**config.mk**
```make
export PLATFORM = sky130hd
export DESIGN_NAME = vec_io_bridge
export DESIGN_NICKNAME = d
export VERILOG_FILES = /design/src/rtl/vec_io_bridge.sv
export SDC_FILE = /design/constraint.sdc
export NUM_CORES = 1
export LEC_CHECK = 0
export CORE_MARGIN = 2
export CORE_UTILIZATION = 30
export CTS_CLUSTER_DIAMETER = 50
export DETAILED_ROUTE_END_ITERATION = 16
export PLACE_DENSITY = 0.46
export SLEW_MARGIN = 5
export SYNTH_ARGS = -nofsm -noshare
export SYNTH_HDL_FRONTEND = slang
export SYNTH_SLANG_ARGS = --single-unit
```
**constraint.sdc**
```tcl
create_clock -name clk_100mhz -period 6.5 [get_ports clk_100mhz]
set_input_delay 0.65 -clock clk_100mhz [delete_from_list [all_inputs] [get_ports clk_100mhz]]
set_output_delay 0.65 -clock clk_100mhz [all_outputs]
set_load 0.03 [all_outputs]
```
**src/rtl/vec_io_bridge.sv**
```systemverilog
// Host-side chunk deserialiser/serialiser that launches the compute core and returns its result.
// Optional sticky error flags are enabled with `define VEC_IO_ERR_EN.
`timescale 1ns/1ps
module vec_io_bridge #(
    parameter int INVECWIDTH  = 8,
    parameter int OUTVECWIDTH = 8,
    parameter int IN_W        = 8,
    parameter int OUT_W       = 8
) (
    input  logic                          clk_100mhz,
    input  logic                          sys_rst,
    input  logic                          wr_in,
    input  logic [IN_W-1:0]               in_data,
    input  logic                          in_data_ready,
    input  logic                          rd_out,
    output logic [OUT_W-1:0]              out_data,
    output logic                          ml_inf_valid,
    output logic [INVECWIDTH*IN_W-1:0]    core_in_vec,
    output logic                          core_start,
    input  logic                          core_done,
    input  logic [OUTVECWIDTH*OUT_W-1:0]  core_out_vec,
    output logic                          busy
`ifdef VEC_IO_ERR_EN
    ,
    output logic [1:0]                    err_flags
`endif
);

    localparam int WP_W = $clog2(INVECWIDTH + 1);
    localparam int RP_W = (OUTVECWIDTH > 1) ? $clog2(OUTVECWIDTH) : 1;

    typedef enum logic [1:0] {S_LOAD, S_RUN, S_WAIT, S_READY} state_t;

    state_t                       state, next_state;
    logic [WP_W-1:0]              wptr, wcount;
    logic [RP_W-1:0]              rptr;
    logic                         wr_in_q;
    logic [IN_W-1:0]              in_buf     [INVECWIDTH];
    logic [IN_W-1:0]              in_buf_upd [INVECWIDTH];
    logic [OUT_W-1:0]             out_buf    [OUTVECWIDTH];
    logic [INVECWIDTH*IN_W-1:0]   in_vec_upd;
    logic                         write_ok, commit, wr_rise, done_take;

    // The commit snapshot must include a write landing in the same cycle as the strobe.
    always_comb begin
        write_ok  = (state == S_LOAD) && wr_in && (wptr < WP_W'(INVECWIDTH));
        wcount    = wptr + WP_W'(write_ok);
        commit    = (state == S_LOAD) && in_data_ready && (wcount == WP_W'(INVECWIDTH));
        wr_rise   = (state == S_READY) && wr_in && !wr_in_q;
        done_take = ((state == S_RUN) || (state == S_WAIT)) && core_done;
        for (int unsigned i = 0; i < INVECWIDTH; i++) begin
            in_buf_upd[i] = in_buf[i];
            if (write_ok && (wptr == WP_W'(i)))
                in_buf_upd[i] = in_data;
            in_vec_upd[i*IN_W +: IN_W] = in_buf_upd[i];
        end
    end

    always_comb begin
        next_state = state;
        core_start = (state == S_RUN);
        busy       = (state == S_RUN) || (state == S_WAIT);
        case (state)
            S_LOAD:  if (commit)    next_state = S_RUN;
            S_RUN:   next_state = core_done ? S_READY : S_WAIT;
            S_WAIT:  if (core_done) next_state = S_READY;
            S_READY: if (wr_rise)   next_state = S_LOAD;
            default: next_state = S_LOAD;
        endcase
    end

    always_comb begin
        out_data = '0;
        if ((state == S_READY) && rd_out) begin
            for (int unsigned i = 0; i < OUTVECWIDTH; i++)
                if (rptr == RP_W'(i))
                    out_data = out_buf[i];
        end
    end

    always_ff @(posedge clk_100mhz) begin
        if (sys_rst)
            state <= S_LOAD;
        else
            state <= next_state;
    end

    always_ff @(posedge clk_100mhz) begin
        if (sys_rst) begin
            wptr         <= '0;
            rptr         <= '0;
            wr_in_q      <= 1'b0;
            ml_inf_valid <= 1'b0;
            core_in_vec  <= '0;
            for (int unsigned i = 0; i < INVECWIDTH; i++)
                in_buf[i] <= '0;
            for (int unsigned i = 0; i < OUTVECWIDTH; i++)
                out_buf[i] <= '0;
        end else begin
            wr_in_q <= wr_in;
            if (state == S_LOAD) begin
                in_buf <= in_buf_upd;
                if (commit) begin
                    wptr        <= '0;
                    core_in_vec <= in_vec_upd;
                end else begin
                    wptr <= wcount;
                end
            end
            if (done_take) begin
                for (int unsigned i = 0; i < OUTVECWIDTH; i++)
                    out_buf[i] <= core_out_vec[i*OUT_W +: OUT_W];
                ml_inf_valid <= 1'b1;
                rptr         <= '0;
            end
            if (state == S_READY) begin
                if (rd_out)
                    rptr <= (rptr == RP_W'(OUTVECWIDTH - 1)) ? '0 : rptr + RP_W'(1);
                // Restart only on a fresh wr_in edge; this cycle's chunk becomes chunk 0.
                if (wr_rise) begin
                    ml_inf_valid <= 1'b0;
                    in_buf[0]    <= in_data;
                    wptr         <= WP_W'(1);
                end
            end
        end
    end

`ifdef VEC_IO_ERR_EN
    always_ff @(posedge clk_100mhz) begin
        if (sys_rst) begin
            err_flags <= '0;
        end else if (state == S_LOAD) begin
            if (wr_in && (wptr == WP_W'(INVECWIDTH)))
                err_flags[0] <= 1'b1;
            if (in_data_ready && (wcount != WP_W'(INVECWIDTH)))
                err_flags[1] <= 1'b1;
        end
    end
`endif

endmodule
```
======== After elaboration in Yosys (flattened, before gate mapping) ========
Memory sizes are Yosys's and may differ from the RTL's.
Cells that the tools add are included.
Widths: inputs -> output; s select.
word-level totals
  register bits ........................... 139
  bits in latches ......................... 0
  RAM bits ................................ 64
  bits in read-only memories .............. 0
  input bits .............................. 78
  word-level logic and storage cells ...... 119
  memories kept ........................... 1
cells by class
  add/subtract/negate cells ............... 2
  multiply operators ...................... 0
  divide/modulo/power cells ............... 0
  magnitude comparators ................... 1
  eq/ne operators ......................... 21
  shift operators ......................... 0
  muxes and demuxes ....................... 49
  bitwise logic cells ..................... 8
  reduce and logical (&&, ||, !) cells .... 23
memories
  memory   words  width  rd ports  clocked after memory_dff  wr ports  RTL line  source
  out_buf  8      8      8         0                         8         40        logic [OUT_W-1:0] out_buf [OUTVECWIDTH];
operator list
  kind                 count
  $mux 8               27
  $mux 64              1
  $eq 4x3->1 const B   4
  $logic_and 1x1->1    16
  $mux 4               4
  $eq 3x3->1 const B   4
  $mux 3               4
  $mux 1               9
  $eq 4x2->1 const B   2
  $or 1x1->1           8
  $pmux 2 s4           1
  $eq 3x2->1 const B   2
  $mux 2               3
  $ne 2x2->1 const B   3
  $add 4x1->4          1
  $eq 2x2->1 const B   2
  $eq 4x1->1 const B   1
  $eq 4x4->1 const B   1
  $logic_not 4->1      1
  $lt 4x4->1 const B   1
  $add 3x1->3 const B  1
  $eq 3x1->1 const B   1
  $logic_not 3->1      1
  $reduce_and 3->1     1
  5 further kinds      5

======== Depth between registers and ports, before layout ========
  depth in word-level cells ............... 10
  gate-level depth with buffers ........... 13
  depth with buffers taken out ............ 10

======== Least setup slack after synthesis ========
No wires, ideal clock.
  path type ............................... flip-flop to output port
  start point ............................. reg rptr[2]
  end point ............................... out out_data[0]
  arrival ................................. 2.422 ns
  path slack .............................. 3.428 ns
  stages on the path, launching flop included .. 9
  path through ............................ dfxtp_1 -> clkbuf_1 -> clkbuf_1 -> inv_1 -> ha_1 -> buf_1 -> inv_1 -> o221ai_1 -> a221oi_1
between the ends
  cells in the longest elaborated chain, start to end .. 10
  elaborated cells between the ends (all ways) .. 17
ends and longest elaborated chain
  element                 RTL line  source
  from (decl)             36        logic [RP_W-1:0] rptr;
  from (signal assigned)  118       rptr <= (rptr == RP_W'(OUTVECWIDTH - 1)) ? '0 : rptr + RP_W'(1);
  $logic_not 3->1         76        if (rptr == RP_W'(i))
  $mux 8 (7 in series)    76
  $mux 8 *                76
  $mux 8 *                74        if ((state == S_READY) && rd_out) begin
  to (decl)               16        output logic [OUT_W-1:0] out_data,
Every way passes the cells marked *; elsewhere a longest branch is shown, timed or not.

======== Final worst setup path ========
  start point ............................. reg rptr[1]
  end point ............................... out out_data[3]
The elaborated chain is that of the path after synthesis.

==> reports/qor.yml <==
setup_path:
  rr_startpoint: "state[0]"
  critical_path.max_stage_delay_ps: 740
  cpMaxStageDelayCell: "clkdlybuf4s50_1"
  start_kind: "flip-flop"
  endpoint: "out_data[3]"
  crit_family: "buffers and inverters"
  timing.rr.end: "core_in_vec[48]"
  arrival_ps: 3580
  cp.required_ps: 5850
  worst-r2r-cell-count: 11
  path_cells: "inv_1 > ha_1 > nor2b_1 > a221o_1 > a31oi_1 > a221oi_1 > clkdlybuf4s50_1"
  crit_start: "rptr[1]"
  cp-end-kind: "output port"
  r2r_setup_slack_ps: 3010
  cp.depth: 7
  crit_type: "reg2out"
  critical_path_buf_inv_count: 2
  cp_max_fo: 32
global_routing:
  grt_remaining_overflow: 0
  antenna_found_initial: 0
  grt_max_degree: 92
  grt_pass1_wl_mm: 37.55
  track_usage: 0.1583
  grt_pass1_vias: 6281
synth:
  synth_cells: 796
  synth_top_flop_cell: "dfxtp_1"
  syn_area_mm2: 0.008723
  yosys.area_share.xor_xnor: 0.004877
  yosysTopAreaCell: "dfxtp_1"
  synthTopCellsByCount: "139 x dfxtp_1, 75 x a21oi_1, 72 x nor2_1, 67 x mux2i_1, 64 x edfxtp_1"
  syn_nets: 887
  synth_area_leaders: "dfxtp_1 32%, edfxtp_1 22%, mux2i_1 7.7%"
  synth-seq-area-share: 0.5393
  yosys_warnings: 0
  syn_avg_cell_area_um2: 10.96
  synthArstFlopShare: 0
  synth_compound_area_frac: 0.1648
  synth_edf_count: 64
  synth_most_common_cell: "dfxtp_1"
  muxShareOfSynthArea: 0.07688
  synth_fa_ha_area_frac: 0.01865
  synth_top_cell_area_share: 0.3190
  synth_top_family_by_area: "compound AO/OA/AOI/OAI gates"
  synth_cell_types: 49
  synth-seq-cells: 203
  synth-simple-area-share: 0.1492
cts:
  cts_hold_buf: 0
  clk_pin_slew_ps: 50
  root_buffer: "clkbuf_16"
  post_cts_buffers: 0
  cts_sinks: 203
  cts_resized: 0
  cts_tree: "done"
  clockBufferDepth: 3
  cts_max_level: 1
  cts_made_buffers: 29
  clk_latency_ps: 550
drt:
  num_vias: 6300
  wl_per_cell_um: 18.60
  wl_met1_mm: 11.49
  drc: 0
  wl_met3_mm: 1.222
  first_pass_iters: 6
  drt-total-wl_mm: 24.57
  highest_layer: "met4"
  viasPerCell: 4.769
  drtIter0Drc: 338
  met2_length_mm: 11.24
  antenna_left: 0
cells_and_area:
  syn2layout_area_growth_pct: 31.25
  diodes: 0
  final_net_count: 1005
  drive_gt1_frac: 0.1121
  final_cells: 1321
timing:
  worstMarginPinSlew_ps: 1205
  fmax_mhz: 236.2
  setup_tns_ps: 0
  period_share: 0.6515
  finClkSkew_ps: 17.19
  hold_viol_final: 0
  drv_slew: 0
  setup_viol: 0
  fin_crit_ps: 4235
  rsz0062_at_grt: "false"
  max_slew_margin: 0.1969
die:
  die_area_mm2: 0.03046
  ios: 153
  fp.coreArea_mm2: 0.02870
  std_cell_rows: 62
  start_util: 0.3039
  die_h_um: 174.5
  die_width_um: 174.5
pwr:
  peakVddDrop_v: 0.0001913
  p_leak_nw: 4.001
  powerDensity_mw_per_mm2: 274.0
worst_hold_path:
  hold_class: "reg2reg"
placed_design:
  dp_cells: 1267
  gp_congestion: 0.7636
  numPortBuffers: 152
  dp_hpwl_mm: 15.60
run_status:
  status: "finished, final reports clean"
flow_run:
  cap_violations: 0
==> worst min-delay path by stage <==
stage,end,start,cells after the start,slack [ps]
2_1_floorplan,in_buf[15],in_buf[15],2,460
3_3_place_gp,ml_inf_valid,ml_inf_valid,2,460
3_5_place_dp,ml_inf_valid,ml_inf_valid,2,460
4_1_cts,ml_inf_valid,ml_inf_valid,2,470
5_1_grt,ml_inf_valid,ml_inf_valid,2,500
6_report,ml_inf_valid,ml_inf_valid,2,470
==> layout make-up <==
type	count	area (µm²)
clock buffer	31	743.2
clock inverter	23	262.8
fill	2835	17250
inverter	15	56.30
multi-input combinational	507	3638
sequential	203	4705
tap	384	480.5
timing repair buffer	158	1564
==> cells by family after synthesis <==
family / count (synthesis)
AND/OR/NAND/NOR: 225
adder cells (fa/ha/maj): 13
multiplexers: 67
buffers and inverters: 86
XOR/XNOR: 4
flip-flops: 203
AO/OA/AOI/OAI: 198
==> worst reg2reg max path, delay by kind of cell (launching register included) <==
kind            cells  cell delay (ps)
simple gates        4             1130
fa+ha+maj           3              930
buf+inv             3              800
flops               1              330
compound gates      1              150
==> per-stage QoR <==
stage | total power [mW] | hold WS [ps] | instance area (µm²) | utilization | setup WS [ps]
global route | 3.245 | 502.1 | 11450 | 0.3989 | 1985
finish | 3.137 | 469.7 | 11450 | 0.3989 | 2265
detailed placement | 1.558 | 461.7 | 10440 | 0.3639 | 2628
floorplan | 1.472 | 456.4 | 8723 | - | 3428
CTS | 3.185 | 475.0 | 11450 | 0.3989 | 2248
global placement | 1.559 | 457.3 | 10440 | 0.3639 | 2677
==> layer usage <==
layer	global-route usage	up-vias
li1	-	3089
met2	0.2589	184
met3	0.02953	43
met1	0.2141	2984
met5	0	-
met4	0.04444	0
==> report_power, final <==
group          leakage, nW  switching, mW  internal [mW]
clock network        0.478          0.639          0.970
logic                 1.74          0.104         0.0751
registers             1.78         0.0138           1.33
total                 4.00          0.758           2.38
==> state kept, by name, summed over array words and instances (netlist names) <==
name          flops
out_buf          64
core_in_vec      64
ml_inf_valid      1
wr_in_q           1
in_buf           64
wptr              4
state             2
rptr              3
==> cell usage in the layout (no fill, tap or decap), types with 4 or more instances in the layout <==
cell type | Yosys | routed
nor2_1 | 72 | 71
dfxtp_1 | 139 | 139
and2_1 | 50 | 48
nand3b_1 | 7 | 7
clkdlybuf4s50_1 | 0 | 151
inv_1 | 15 | 15
a21oi_1 | 75 | 75
edfxtp_1 | 64 | 64
clkbuf_16 | 0 | 29
nand2_1 | 23 | 23
ha_1 | 13 | 13
a221o_1 | 9 | 9
a21o_1 | 8 | 8
a311oi_1 | 8 | 8
clkinvlp_4 | 0 | 5
a221oi_1 | 9 | 9
a211oi_1 | 33 | 33
nand3_1 | 10 | 10
a31oi_1 | 9 | 9
nor2_4 | 3 | 4
clkinv_4 | 0 | 6
nor2b_1 | 28 | 28
buf_4 | 4 | 7
a211oi_2 | 24 | 24
o221ai_1 | 7 | 7
nand2b_1 | 14 | 13
o21ai_0 | 10 | 10
mux2i_1 | 67 | 67
No activity file was read; power rests on OpenSTA's default activity.
